<file path="config.mk">
export PLATFORM = sky130hd
export DESIGN_NAME = branch_pc_gen
export DESIGN_NICKNAME = d
export VERILOG_FILES = /design/src/rtl/branch_pc_gen.sv
export SDC_FILE = /design/constraint.sdc
export NUM_CORES = 1
export LEC_CHECK = 0
export CORE_MARGIN = 10
export CORE_UTILIZATION = 41
export CTS_CLUSTER_SIZE = 30
export DETAILED_ROUTE_END_ITERATION = 7
export PLACE_DENSITY = 0.79
export SLEW_MARGIN = 25
export SYNTH_ARGS = -nofsm -noshare
export SYNTH_HDL_FRONTEND = slang
export SYNTH_SLANG_ARGS = --single-unit
</file>
<file path="constraint.sdc">
create_clock -name clk -period 3.3 [get_ports clk]
set_clock_uncertainty 0.2 [all_clocks]
set_input_delay 0.33 -clock clk [delete_from_list [all_inputs] [get_ports clk]]
set_output_delay 0.33 -clock clk [all_outputs]
set_load 0.1 [all_outputs]
</file>
<file path="src/rtl/branch_pc_gen.sv">
// branch_pc_gen: next-fetch-PC generator for the dual-issue front end.
// Ports: clk, resetn (async low), stall, flush/flush_pc, redirect/redirect_pc,
//   pta0/pta1 {dir,target} predictions, pc/pc_p4 registered group addresses,
//   inst_valid0/1 slot issue flags. Macro PCGEN_PERF_CNT_EN adds
//   pred_taken_cnt and redirect_cnt saturating counters.
module branch_pc_gen #(
  parameter logic [31:0] RESET_PC = 32'hBFC0_0000
) (
  input  logic        clk,
  input  logic        resetn,
  input  logic        stall,
  input  logic        flush,
  input  logic [31:0] flush_pc,
  input  logic        redirect,
  input  logic [31:0] redirect_pc,
  input  logic [32:0] pta0,
  input  logic [32:0] pta1,
  output logic [31:0] pc,
  output logic [31:0] pc_p4,
  output logic        inst_valid0,
  output logic        inst_valid1
`ifdef PCGEN_PERF_CNT_EN
  ,
  output logic [31:0] pred_taken_cnt,
  output logic [31:0] redirect_cnt
`endif
);

  typedef enum logic {SEQ, DS_PEND} state_t;

  state_t      state;
  state_t      nxt_state;
  logic [31:0] ds_target;
  logic [31:0] nxt_ds;
  logic [31:0] nxt_pc;
  logic [1:0]  nxt_v;
  logic        started;
  logic        nxt_started;
  logic        pt_hit;
  logic        rd_hit;

  always_comb begin
    nxt_pc      = pc;
    nxt_v       = {inst_valid0, inst_valid1};
    nxt_state   = state;
    nxt_ds      = ds_target;
    nxt_started = started;
    pt_hit      = 1'b0;
    rd_hit      = 1'b0;
    if (flush) begin
      nxt_pc      = flush_pc;
      nxt_v       = 2'b11;
      nxt_state   = SEQ;
      nxt_started = 1'b1;
      rd_hit      = 1'b1;
    end else if (redirect) begin
      nxt_pc      = redirect_pc;
      nxt_v       = 2'b11;
      nxt_state   = SEQ;
      nxt_started = 1'b1;
      rd_hit      = 1'b1;
    end else if (stall) begin
      nxt_pc = pc;
    end else if (!started) begin
      // reset group is issued in place on the first edge
      nxt_v       = 2'b11;
      nxt_started = 1'b1;
    end else if (state == DS_PEND) begin
      nxt_pc    = ds_target;
      nxt_v     = 2'b11;
      nxt_state = SEQ;
    end else if (pta0[32]) begin
      // slot1 is the delay slot and is already in this group
      nxt_pc = pta0[31:0];
      nxt_v  = 2'b11;
      pt_hit = 1'b1;
    end else if (pta1[32]) begin
      // next group carries only the delay slot, then jump
      nxt_pc    = pc + 32'd8;
      nxt_v     = 2'b10;
      nxt_ds    = pta1[31:0];
      nxt_state = DS_PEND;
      pt_hit    = 1'b1;
    end else begin
      nxt_pc = pc + 32'd8;
      nxt_v  = 2'b11;
    end
  end

  always_ff @(posedge clk or negedge resetn) begin
    if (!resetn) begin
      pc          <= RESET_PC;
      pc_p4       <= RESET_PC + 32'd4;
      inst_valid0 <= 1'b0;
      inst_valid1 <= 1'b0;
      state       <= SEQ;
      ds_target   <= 32'd0;
      started     <= 1'b0;
    end else begin
      pc          <= nxt_pc;
      pc_p4       <= nxt_pc + 32'd4;
      inst_valid0 <= nxt_v[1];
      inst_valid1 <= nxt_v[0];
      state       <= nxt_state;
      ds_target   <= nxt_ds;
      started     <= nxt_started;
    end
  end

`ifdef PCGEN_PERF_CNT_EN
  always_ff @(posedge clk or negedge resetn) begin
    if (!resetn) begin
      pred_taken_cnt <= 32'd0;
      redirect_cnt   <= 32'd0;
    end else begin
      if (pt_hit && pred_taken_cnt != 32'hFFFF_FFFF)
        pred_taken_cnt <= pred_taken_cnt + 32'd1;
      if (rd_hit && redirect_cnt != 32'hFFFF_FFFF)
        redirect_cnt <= redirect_cnt + 32'd1;
    end
  end
`endif

endmodule

</file>
==> impl_metrics.ini <==
[status]
outcome = finished, final reports clean

[layout]
drive_above_1_share_pct = 30.04
area_growth_pct = 49.41
final_cells = 1009
n_antenna_cell = 0
fill_cells = 1189
fin_nets = 961

[setup_path]
critPathKind = input pin to flop
reg2reg_to = pc_p4[31]
worst_setup_path_start_kind = input pin
critPathRequiredTime_ns = 3.37
crit_arrival_ns = 3.22
r2r-start = pc[5]
cp_max_fo = 14
reg2reg_depth = 8
r2r_slack_ns = 0.17
cp-end-kind = flop

[power]
pwr-share-clk_pct = 27.9
p_sw_w = 0.001664
peakVddDrop_mv = 0.3177
leakagePower_nw = 3.588
switching_share_pct = 38.21
internal-power_w = 0.002691
comb_power_share_pct = 36.8
p_per_area_mw_per_mm2 = 501.9
seqPwrFrac_pct = 35.3

[global_route]
grt_overflow = 0
grt_pass1_vias = 6132
antenna_found_initial = 0
grt_max_degree = 83
grt_pass1_wl_um = 35650
grt_usage_pct = 23.16

[clock_network]
cts_buffers = 9
path_clk_slew_ns = 0.06
clk_latency_ns = 0.35
tritoncts = done
cts_max_path_buffers = 2
post_cts_buffers = 0
htreeDepth = 3
clkSinkCount = 97
clock-root-buffer = clkbuf_16

[timing]
setup_ws_ns = 0.1486
fmax_mhz = 317.3
relSlewSlack_pct = 33.48
worst_pin_slew_ns = 0.9947
maxSlewViolCount = 0
rsz0062_at_grt = no
post-route-period-util_pct = 95.50
fin_crit_ns = 3.151
hold_viol = 0
final-setup-viol-count = 0

[hold_path]
holdPathEnd = ds_target[25]
hp-class = flop to flop
whs_path_depth = 1
hold_start = ds_target[25]

[flow_run]
cap_violations = 0

[synth]
yosys-top-cells-count = 78 x dfrtp_1, 34 x nand2_1, 32 x mux2_2, 30 x a21oi_1, 28 x inv_1
synth_nets = 718
synthMostInstantiatedCell = dfrtp_1
ys_types = 75
synth.largest_area_cell = dfrtp_1
yosys.area.top_type_share_pct = 33.61
synth_warnings = 0
synthArstFlopShare_pct = 100.0
synth-seq-area-share_pct = 42.21
synthCells = 581
synth_edf_count = 0
synth.area.top_cells = dfrtp_1 34%, dfstp_2 8.6%, mux2_2 6.2%
synth_area_per_cell_um2 = 9.995
netlist_area_mm2 = 0.005807
synthFlopType = dfrtp_1
synth_seq_cells = 97

[die]
die_w_um = 139.0
rows = 43
io_pins = 201
start_util_pct = 41.83
die_h_um = 139.0
coreArea_mm2 = 0.01388
die-area_mm2 = 0.01932

[place]
hpwlAfterDp_um = 18770
place_ws_ns = -0.1168
placed_cells = 992
gp_congestion = 0.9461
portBuffers = 200

[drt]
drt_first_pass_iters = 5
wl_per_cell_um = 22.99
viasPerCell = 5.820
drtIter0Drc = 603
drt.antenna.violating_nets = 0
drt-total-wl_um = 23200
vias = 5872
drcViolationCount = 0
==> placed cells by master (no fill, tap or decap), types with 12 or more instances in the layout <==
| cell | Yosys | final |
|---|---|---|
| nand2_1 | 34 | 34 |
| o22ai_1 | 21 | 21 |
| and2_1 | 15 | 15 |
| mux2_2 | 32 | 32 |
| dfstp_2 | 19 | 19 |
| inv_1 | 28 | 28 |
| a22oi_1 | 14 | 14 |
| o21ai_0 | 12 | 12 |
| clkdlybuf4s50_1 | 0 | 137 |
| buf_4 | 3 | 130 |
| nor3_1 | 15 | 15 |
| xnor2_1 | 19 | 19 |
| dfrtp_1 | 78 | 62 |
| a21oi_1 | 30 | 30 |
| nor2_1 | 17 | 17 |
| nand3_1 | 25 | 25 |
| nand4_1 | 16 | 16 |
| xor2_1 | 12 | 12 |
| o221ai_1 | 12 | 12 |
| dfrtp_2 | 0 | 16 |
==> power groups by stage <==
stage | Sequential [W] | Combinational (W) | Clock, W
detailed placement | 0.00155 | 0.00160 | 0
CTS | 0.00153 | 0.00160 | 0.00124
floorplan | 0.00213 | 0.000424 | 0
global route | 0.00156 | 0.00167 | 0.00129
finish | 0.00154 | 0.00160 | 0.00121
global placement | 0.00154 | 0.00158 | 0
==> cell type report <==
type / instances / area, um^2 / area share [%]
tap: 180 / 225.2 / 2.596
inverter: 29 / 108.9 / 1.255
sequential: 97 / 2471 / 28.48
multi-input combinational: 413 / 3050 / 35.16
timing repair buffer: 274 / 2469 / 28.45
clock buffer: 10 / 239.0 / 2.755
clock inverter: 6 / 112.6 / 1.298
==> how the worst max path moves through the flow <==
stage	startpoint	endpoint	slack, ns	cells past startpoint
after floorplan	pc[14]	pc_p4[31]	0.01	8
after global placement	stall	pc_p4[31]	0.004	10
after detailed placement	stall	pc_p4[31]	-0.12	10
after CTS	pc[3]	pc_p4[30]	0.20	9
after global routing	pc[6]	pc_p4[31]	0.01	8
final	stall	pc_p4[29]	0.15	10
==> metrics by stage <==
stage / hold slack [ns] / util, % / power [W] / area (um^2) / setup TNS (ns)
5_1_grt: 0.3237 / 62.50 / 0.004522 / 8676 / 0
3_3_place_gp: 0.2855 / 59.87 / 0.003123 / 8310 / 0
3_5_place_dp: 0.2930 / 59.87 / 0.003153 / 8310 / -0.2758
4_1_cts: 0.3054 / 62.48 / 0.004376 / 8672 / 0
6_report: 0.3056 / 62.50 / 0.004354 / 8676 / 0
2_1_floorplan: -0.1656 / - / 0.002553 / 5827 / 0
==> worst max-delay path: stages <==
cell,delay [ns]
clkdlybuf4s50_1,0.46
nor2b_2,0.38
buf_12,0.20
o221ai_1,0.14
a21o_1,0.20
nor3_1,0.41
and4_1,0.31
nand3_2,0.22
nor3_1,0.37
xor2_1,0.20
==> layer usage <==
| metal | up-vias | track usage [%] | wire [um] |
|---|---|---|---|
| li1 | 2673 | - | - |
| met1 | 2867 | 28.91 | 9439 |
| met2 | 287 | 37.62 | 11080 |
| met3 | 45 | 5.137 | 1954 |
| met4 | 0 | 9.830 | 722 |
| met5 | - | 0 | 0 |
==> what timing repair did <==
action	CTS	global route
endpoints found under the hold margin	29	0
hold buffers	1	0
resized for setup	0	0
==> registers in the layout (all words and copies together), names as in the netlist <==
name and flops:
pc 30, pc_p4 32, inst_valid1 1, state 1
inst_valid0 1, ds_target 32
==> cell families (layout without fill, tap and decap cells) <==
| group | count (synthesis) | in the layout | share of synthesized area, % |
|---|---|---|---|
| flip-flops | 97 | 97 | 42.21 |
| AO/OA/AOI/OAI | 152 | 152 | 19.41 |
| multiplexers | 38 | 38 | 7.240 |
| adder cells (fa/ha/maj) | 2 | 2 | 0.4309 |
| XOR/XNOR | 31 | 31 | 4.676 |
| AND/OR/NAND/NOR | 190 | 190 | 20.62 |
| buffers and inverters | 71 | 319 | 5.408 |
Power figures use the tool's default switching activity.
